[config.mk]
export PLATFORM = sky130hd
export DESIGN_NAME = algo_fque_client
export DESIGN_NICKNAME = d
export VERILOG_FILES = /design/src/rtl/algo_fque_client.sv
export SDC_FILE = /design/constraint.sdc
export NUM_CORES = 1
export LEC_CHECK = 0
export CAP_MARGIN = 0
export CORE_ASPECT_RATIO = 2
export CORE_MARGIN = 3
export CORE_UTILIZATION = 64
export CTS_CLUSTER_DIAMETER = 30
export DETAILED_ROUTE_END_ITERATION = 10
export DONT_BUFFER_PORTS = 1
export GPL_TIMING_DRIVEN = 0
export PLACE_DENSITY = 0.8
export SLEW_MARGIN = 0
export SYNTH_ARGS = -nofsm -noshare
export SYNTH_HDL_FRONTEND = slang
export SYNTH_SLANG_ARGS = --single-unit
[constraint.sdc]
create_clock -name clk -period 4.2 [get_ports clk]
set_input_delay 0.84 -clock clk [delete_from_list [all_inputs] [get_ports clk]]
set_output_delay 0.84 -clock clk [all_outputs]
set_load 0.01 [all_outputs]
[src/rtl/algo_fque_client.sv]
// algo_fque_client
//   Consumer-side agent for the free-pointer queue. It prefetches free
//   pointers from the queue into a small local buffer, so that the client
//   does not see the queue's pop latency. It also collects released pointers
//   in a return FIFO and pushes them back to the queue.
//
// Ports
//   clk, rst               clock, synchronous active-high reset
//   fq_ready, fq_freecnt   free queue initialised / current occupancy
//   pop                    pop request to the free queue
//   po_pvld, po_ptr        popped pointer, valid QPTR_DELAY cycles after pop
//   push, pu_ptr           pointer returned to the free queue
//   alloc_req/rdy/vld/ptr  allocate handshake (pointer arrives one cycle after the grant)
//   free_req/ptr/rdy       release handshake into the return FIFO
//   ready                  client initialised
//   flush, flush_done      only when ALGO_FQUE_CLIENT_FLUSH_EN is defined:
//                          return every held pointer to the queue, then report done
//
// Optional feature macro: ALGO_FQUE_CLIENT_FLUSH_EN
module algo_fque_client #(
    parameter int BITQPTR    = 4,
    parameter int BITQCNT    = 5,
    parameter int QPTR_DELAY = 2,
    parameter int PFDEPTH    = 4,
    parameter int BITPFD     = 2,
    parameter int RTDEPTH    = 4,
    parameter int BITRTD     = 2
) (
    input  logic               clk,
    input  logic               rst,
`ifdef ALGO_FQUE_CLIENT_FLUSH_EN
    input  logic               flush,
    output logic               flush_done,
`endif
    input  logic               fq_ready,
    input  logic [BITQCNT-1:0] fq_freecnt,
    output logic               pop,
    input  logic               po_pvld,
    input  logic [BITQPTR-1:0] po_ptr,
    output logic               push,
    output logic [BITQPTR-1:0] pu_ptr,
    input  logic               alloc_req,
    output logic               alloc_rdy,
    output logic               alloc_vld,
    output logic [BITQPTR-1:0] alloc_ptr,
    input  logic               free_req,
    input  logic [BITQPTR-1:0] free_ptr,
    output logic               free_rdy,
    output logic               ready
);

`ifdef ALGO_FQUE_CLIENT_FLUSH_EN
    typedef enum logic [2:0] {
        ST_INIT        = 3'd0,
        ST_RUN         = 3'd1,
        ST_FLUSH_WAIT  = 3'd2,
        ST_FLUSH_DRAIN = 3'd3,
        ST_FLUSHED     = 3'd4
    } state_t;
`else
    typedef enum logic [0:0] {
        ST_INIT = 1'b0,
        ST_RUN  = 1'b1
    } state_t;
`endif

    localparam logic [BITPFD:0]   PF_ONE  = (BITPFD+1)'(1);
    localparam logic [BITPFD-1:0] PFP_ONE = BITPFD'(1);
    localparam logic [BITRTD:0]   RT_ONE  = (BITRTD+1)'(1);
    localparam logic [BITRTD-1:0] RTP_ONE = BITRTD'(1);
    localparam logic [BITRTD:0]   RT_FULL = (BITRTD+1)'(RTDEPTH);

    // Number of pops still in flight towards the queue output.
    function automatic logic [7:0] pend_count(input logic [QPTR_DELAY-1:0] v);
        logic [7:0] n;
        n = 8'd0;
        for (int i = 0; i < QPTR_DELAY; i++) begin
            n = n + {7'd0, v[i]};
        end
        return n;
    endfunction

    state_t                 state_r, state_nxt_s;
    logic [QPTR_DELAY-1:0]  pend_r, pend_nxt_s;
    logic [BITQPTR-1:0]     pf_mem_r [PFDEPTH];
    logic [BITPFD-1:0]      pf_wr_ptr_r, pf_rd_ptr_r;
    logic [BITPFD:0]        pf_cnt_r;
    logic [BITQPTR-1:0]     rt_mem_r [RTDEPTH];
    logic [BITRTD-1:0]      rt_wr_ptr_r, rt_rd_ptr_r;
    logic [BITRTD:0]        rt_cnt_r;
    logic                   alloc_vld_r;
    logic [BITQPTR-1:0]     alloc_ptr_r;

    logic                   run_s, drain_s, push_ok_s;
    logic [7:0]             pf_fill_s;
    logic                   pop_s, pf_empty_s, rt_empty_s;
    logic                   push_rt_s, push_pf_s, alloc_rdy_s, alloc_take_s;
    logic                   pf_wr_s, pf_rd_s, free_rdy_s, rt_wr_s;
    logic [BITQPTR-1:0]     pu_ptr_s;

    // Next-state decode and per-state enables.
    always_comb begin
        state_nxt_s = state_r;
        run_s       = 1'b0;
        drain_s     = 1'b0;
        push_ok_s   = 1'b0;
        case (state_r)
            ST_INIT: begin
                if (fq_ready) state_nxt_s = ST_RUN;
                else          state_nxt_s = ST_INIT;
            end
            ST_RUN: begin
                run_s     = 1'b1;
                push_ok_s = 1'b1;
`ifdef ALGO_FQUE_CLIENT_FLUSH_EN
                if (flush) state_nxt_s = ST_FLUSH_WAIT;
                else       state_nxt_s = ST_RUN;
`else
                state_nxt_s = ST_RUN;
`endif
            end
`ifdef ALGO_FQUE_CLIENT_FLUSH_EN
            ST_FLUSH_WAIT: begin
                push_ok_s = 1'b1;
                // In-flight pops must land in the buffer before it can be drained.
                if (pend_r == {QPTR_DELAY{1'b0}}) state_nxt_s = ST_FLUSH_DRAIN;
                else                              state_nxt_s = ST_FLUSH_WAIT;
            end
            ST_FLUSH_DRAIN: begin
                drain_s   = 1'b1;
                push_ok_s = 1'b1;
                if (rt_empty_s && pf_empty_s) state_nxt_s = ST_FLUSHED;
                else                          state_nxt_s = ST_FLUSH_DRAIN;
            end
            ST_FLUSHED: begin
                if (!flush) state_nxt_s = ST_RUN;
                else        state_nxt_s = ST_FLUSHED;
            end
`endif
            default: state_nxt_s = ST_INIT;
        endcase
    end

    // Handshake decode from registered state.
    always_comb begin
        pf_empty_s   = (pf_cnt_r == {(BITPFD+1){1'b0}});
        rt_empty_s   = (rt_cnt_r == {(BITRTD+1){1'b0}});
        // Count in-flight pops as occupied so the buffer can never overflow.
        pf_fill_s    = {{(7-BITPFD){1'b0}}, pf_cnt_r} + pend_count(pend_r);
        pop_s        = run_s && (fq_freecnt != {BITQCNT{1'b0}}) && (pf_fill_s < 8'(PFDEPTH));
        push_rt_s    = push_ok_s && !rt_empty_s;
        // While draining, the return FIFO has priority over the prefetch buffer.
        push_pf_s    = drain_s && rt_empty_s && !pf_empty_s;
        alloc_rdy_s  = !pf_empty_s && !drain_s;
        alloc_take_s = alloc_req && alloc_rdy_s;
        pf_wr_s      = pend_r[QPTR_DELAY-1] && po_pvld;
        pf_rd_s      = alloc_take_s || push_pf_s;
        free_rdy_s   = (rt_cnt_r != RT_FULL);
        rt_wr_s      = free_req && free_rdy_s;
        pend_nxt_s    = pend_r << 1;
        pend_nxt_s[0] = pop_s;
        if (push_pf_s) begin
            pu_ptr_s = pf_mem_r[pf_rd_ptr_r];
        end else if (push_rt_s) begin
            pu_ptr_s = rt_mem_r[rt_rd_ptr_r];
        end else begin
            pu_ptr_s = {BITQPTR{1'b0}};
        end
    end

    // State, pending-pop tracking, FIFO pointers/counters and allocate output.
    always_ff @(posedge clk) begin
        if (rst) begin
            state_r     <= ST_INIT;
            pend_r      <= {QPTR_DELAY{1'b0}};
            pf_wr_ptr_r <= {BITPFD{1'b0}};
            pf_rd_ptr_r <= {BITPFD{1'b0}};
            pf_cnt_r    <= {(BITPFD+1){1'b0}};
            rt_wr_ptr_r <= {BITRTD{1'b0}};
            rt_rd_ptr_r <= {BITRTD{1'b0}};
            rt_cnt_r    <= {(BITRTD+1){1'b0}};
            alloc_vld_r <= 1'b0;
            alloc_ptr_r <= {BITQPTR{1'b0}};
        end else begin
            state_r <= state_nxt_s;
            pend_r  <= pend_nxt_s;
            if (pf_wr_s) pf_wr_ptr_r <= pf_wr_ptr_r + PFP_ONE;
            if (pf_rd_s) pf_rd_ptr_r <= pf_rd_ptr_r + PFP_ONE;
            case ({pf_wr_s, pf_rd_s})
                2'b10:   pf_cnt_r <= pf_cnt_r + PF_ONE;
                2'b01:   pf_cnt_r <= pf_cnt_r - PF_ONE;
                default: pf_cnt_r <= pf_cnt_r;
            endcase
            if (rt_wr_s)   rt_wr_ptr_r <= rt_wr_ptr_r + RTP_ONE;
            if (push_rt_s) rt_rd_ptr_r <= rt_rd_ptr_r + RTP_ONE;
            case ({rt_wr_s, push_rt_s})
                2'b10:   rt_cnt_r <= rt_cnt_r + RT_ONE;
                2'b01:   rt_cnt_r <= rt_cnt_r - RT_ONE;
                default: rt_cnt_r <= rt_cnt_r;
            endcase
            alloc_vld_r <= alloc_take_s;
            if (alloc_take_s) alloc_ptr_r <= pf_mem_r[pf_rd_ptr_r];
        end
    end

    // Storage arrays; contents are don't-care while the counters say empty.
    always_ff @(posedge clk) begin
        if (pf_wr_s) pf_mem_r[pf_wr_ptr_r] <= po_ptr;
        if (rt_wr_s) rt_mem_r[rt_wr_ptr_r] <= free_ptr;
    end

    assign pop       = pop_s;
    assign push      = push_rt_s || push_pf_s;
    assign pu_ptr    = pu_ptr_s;
    assign alloc_rdy = alloc_rdy_s;
    assign alloc_vld = alloc_vld_r;
    assign alloc_ptr = alloc_ptr_r;
    assign free_rdy  = free_rdy_s;
    assign ready     = (state_r != ST_INIT);
`ifdef ALGO_FQUE_CLIENT_FLUSH_EN
    assign flush_done = (state_r == ST_FLUSHED);
`endif

endmodule

# [Word level (Yosys, flattened, before mapping)]
# Memories as Yosys holds them, arrays and structs flattened. A register that Yosys moved wholly into a read port is not among the register bits.
# Cells that the tools add are included.
# Widths: inputs -> output; s select.
[totals] memories=2 mem_bits_rw=32 wordCells=53 out_inout_bits=14 regBits=18 inputBits=19
[op_classes] n_reduce_logical=13 muxes=12 bitwise_logic=1 magnitude_cmp=1 addsub=10 n_eq_ne=5
[memory_table] name="pf_mem_r" words=4 width=4 read_ports=1 rd_ports_with_merged_regs=1 wr=1 line_no="85" rtl="logic [BITQPTR-1:0] pf_mem_r [PFDEPTH];"
[memory_table] name="rt_mem_r" words=4 width=4 read_ports=1 rd_ports_with_merged_regs=1 wr=1 line_no="88" rtl="logic [BITQPTR-1:0] rt_mem_r [RTDEPTH];"
[ops] cell="$pmux 3 s2" n=2
[ops] cell="$add 2x1->2 const B" n=4
[ops] cell="$add 3x1->3 const B" n=2
[ops] cell="$logic_and 1x1->1" n=6
[ops] cell="$logic_not 3->1" n=2
[ops] cell="$mux 1" n=6
[ops] cell="$sub 3x1->3 const B" n=2
[ops] cell="$reduce_bool 5->1" n=1
[ops] cell="$add 3x2->4" n=1
[ops] cell="$eq 2x1->1 const B" n=2
[ops] cell="$eq 2x2->1 const B" n=2
[ops] cell="$lt 4x3->1 const B" n=1
[ops] cell="$mux 2" n=2
[ops] cell="$mux 4" n=1
[ops] cell="$reduce_bool 2->1" n=2
[ops] cell="$ne 3x3->1 const B" n=1
[ops] cell="$add 1x1->2" n=1
[ops] cell="$logic_not 1->1" n=2
[ops] cell="$pmux 1 s2" n=1
[ops] cell="$not 1->1" n=1

# [Logic depth before layout (Yosys ltp)]
[depth] ltp_word=5 ltp_mapped=9 ltp_nobuf=8

# [Least setup slack after synthesis]
# Ideal clock, no wire load.
[synth_path] kind="in2out" from="input port fq_freecnt[0]" to="output port pop" cell_stages=3 setup_slack_ns=1.802 arrival_ns=1.558 required_time_ns=3.360 path_buffers=0 cell_sequence="or4_1 > nor2_1 > nor3_1"
[synth_via] elab_chain_cells=3
[synth_rtl] element="from (decl)" line_no="36" rtl="input logic [BITQCNT-1:0] fq_freecnt,"
[synth_rtl] element="$reduce_bool 5->1" line_no="150" rtl="pop_s = run_s && (fq_freecnt != {BITQCNT{1'b0}}) && (pf_fill_s < 8'(PFDEPTH));"
[synth_rtl] element="$logic_and 1x1->1 (2 in a row)" line_no="150"
[synth_rtl] element="to (decl)" line_no="37" rtl="output logic pop,"
# No other way between the ends.

# [Final worst setup path]
[layout_path] from="register pf_cnt_r[0]" to="output port pop"
[layout_via] elab_chain_cells=3
[layout_rtl] element="from (decl)" line_no="87" rtl="logic [BITPFD:0] pf_cnt_r;"
[layout_rtl] element="from (signal assigned)" line_no="178" rtl="pf_cnt_r <= {(BITPFD+1){1'b0}};"
[layout_rtl] element="from (signal assigned)" line_no="190" rtl="2'b10: pf_cnt_r <= pf_cnt_r + PF_ONE;"
[layout_rtl] element="from (signal assigned)" line_no="191" rtl="2'b01: pf_cnt_r <= pf_cnt_r - PF_ONE;"
[layout_rtl] element="$add 3x2->4" line_no="149" rtl="pf_fill_s = {{(7-BITPFD){1'b0}}, pf_cnt_r} + pend_count(pend_r);"
[layout_rtl] element="$lt 4x3->1" line_no="150"
[layout_rtl] element="$logic_and 1x1->1" line_no="150"
# No other way between the ends.

==> metrics.txt <==
outcome finished, final reports clean; Synth top cells by count edfxtp_1, dfxtp_1, nor2_1; clk slew on worst S/H paths 0.08 ns; cells on worst reg2reg path 9; die width 48.9 um; multi-input combinational cell area 842 um2; total iterations of the first detailed-routing run 3; Initial Util 68.2%; # rows 30; n_diodes 0; Leak Pwr 0.929 nW; Crit Path Class reg -> out; global route overflow 0; maxcap violations 0; slowest stage delay, CP 0.47 ns; gr usage total 20.5%; Die Y 91.8 um; Hold WS 0.475 ns; post-route minimum period 2.43 ns; Main synth FF type edfxtp_1; worst hold path class reg -> reg; CTS Buf Count 5; async set-reset flop share out of synthesis 0%; count leader, synth edfxtp_1; layout cells sized above 1 13.4%; slew margin rel. 62.9%; Seq/Total Area, Yosys 61.2%; htree depth 2; I/O Pins 33; slowest CP cell dfxtp_1; synthesized cell area 0.00236 mm2; capturing point of the worst reg2reg path rt_cnt_r[2]; Via Count 1297; Crit path max-delay family flip-flops; final instance area 0.00252 mm2; r2r setup slk 1.77 ns; syn nets 203; setup TNS 0 ns; synthesis-to-layout area growth 7.06%; WP data required 3.36 ns; Post-CTS Setup Inserts 0; post-DP HPWL 3180 um; Synth Area per Inst 13.8 um2; DP Area 0.00242 mm2; crit path max fanout 6; clk root buf clkbuf_8; Buf+Inv Stages, Crit Path 0; Final Hold Viols 0; Area contributors post-synth edfxtp_1, dfxtp_1, mux4_2; endpoints failing setup 0; Overall Power 1.17 mW; WHS Path Cells 1; Slew Viols, Final 0; Initial DRC Count 23; register area 0.00144 mm2; number of distinct library cells after synthesis 33; Hold EP pend_r[1]; global-route wire length before repair 6800 um; cells after synthesis 171; # hold bufs at CTS 0; Fill cells 248; Max VDD drop 314 uV; Yosys reg bits 56; Yosys top cell by area edfxtp_1; routed len/inst 17.9 um; TritonCTS clock tree done; Crit Reg-Reg Startpoint rt_cnt_r[2]; Synth top area share 40.8%; hold path startpoint pend_r[0]; Core Area 0.00345 mm2; Max clock buf depth 2; Worst setup EP type primary output; share of the clock period used by the worst path after layout 57.9%; Vias per Instance 5.71; non-filler cells, final 227; Crit. Startpoint pf_cnt_r[0]; pin count of the biggest net entering global routing 17; DRC viols 0; clk_skew 0.00309 ns; Yosys warning count 0; RSZ-0062 raised after global routing false; PostCTS Resize Cnt 0; Die Area 0.00449 mm2; fmax 411 MHz; Final GP Congestion 0.736; crit path DAT 1.59 ns; worst slew pin tran 0.553 ns; vias in the first global route 1450; Skew-Pair Late Insertion Delay 0.30 ns; CP Launch Type register; Nets 210; Cell Chain, Critical Path ha_1, a21oi_1, nor2_1, nor3_1; pwr dens 465 mW/mm2; Antenna Nets Post-Route 0; post-placement cell count 219; initial antenna violation count 0; PortBufs 0; EDFF count, synth 32; total wire length 4060 um; Sink Count 56
==> through the flow <==
step,setup slack [ns],utilization (%)
3_5_place_dp,1.64,70.0
5_1_grt,1.67,73.0
4_1_cts,1.74,73.0
3_3_place_gp,1.69,70.0
6_report,1.77,73.0
2_1_floorplan,1.80,-
==> worst max-delay path by stage <==
stage                  end  slack [ns]  cells after the start
2_1_floorplan          pop        1.80                      3
3_3_place_gp   rt_cnt_r[2]        1.69                      8
3_5_place_dp   rt_cnt_r[2]        1.64                      8
4_1_cts                pop        1.74                      4
5_1_grt        rt_cnt_r[2]        1.67                      9
6_report               pop        1.77                      4
==> area by class of cell <==
type / instances / area share [%]
Inverter: 12 / 1.79
Buffer: 5 / 1.09
Multi-Input combinational cell: 98 / 33.4
Sequential cell: 56 / 57.1
Clock buffer: 7 / 3.03
Tap cell: 48 / 2.38
Clock inverter: 1 / 1.19
==> cells by family (layout without fill, tap and decap cells) <==
kind of cell / after synthesis / after routing / share of synthesized area [%]
mux: 12 / 12 / 9.35
flops: 56 / 56 / 61.2
simple gates: 48 / 48 / 10.4
xor+xnor: 9 / 9 / 3.35
compound gates: 16 / 16 / 5.10
fa+ha+maj: 13 / 13 / 7.54
buf+inv: 17 / 25 / 3.08
==> routing by layer <==
metal / wire [um] / global-route usage [%] / share of wire (%)
met1: 1320 / 18.2 / 33
met4: 103 / 9.50 / 2.5
met3: 189 / 6.02 / 4.7
met2: 2450 / 39.9 / 60
met5: 0 / 0 / 0
==> cell usage in the layout (no fill, tap or decap), drive strengths merged, types with 4 or more instances in the layout <==
cell,n
ha,11
nor2b,5
clkbuf,8
nor2,21
xor2,8
dfxtp,24
buf,4
edfxtp,32
inv,12
and3,8
mux2i,4
a21oi,8
mux4,8
==> worst register-to-register path, cell delays in order (launching register included) <==
cell and delay [ns]:
dfxtp_1 0.42, or3b_1 0.39, buf_6 0.16, nand2_1 0.07, ha_1 0.18, inv_1 0.06
fa_1 0.37, xor2_1 0.16, or3_2 0.40, a21oi_1 0.15
==> registers in the layout, indices dropped and copies added (netlist names), 3 cells and up, named ones only <==
register,flops
alloc_ptr,4
rt_cnt_r,3
pf_cnt_r,3
rt_mem_r,16
pf_mem_r,16
==> power by group <==
part	internal (mW)	leakage, nW	total [mW]	switching, mW
clock network	0.178	0.0524	0.332	0.153
logic	0.0840	0.391	0.180	0.0965
registers	0.620	0.486	0.662	0.0416
Note: power is estimated with default switching activity, not from simulation.
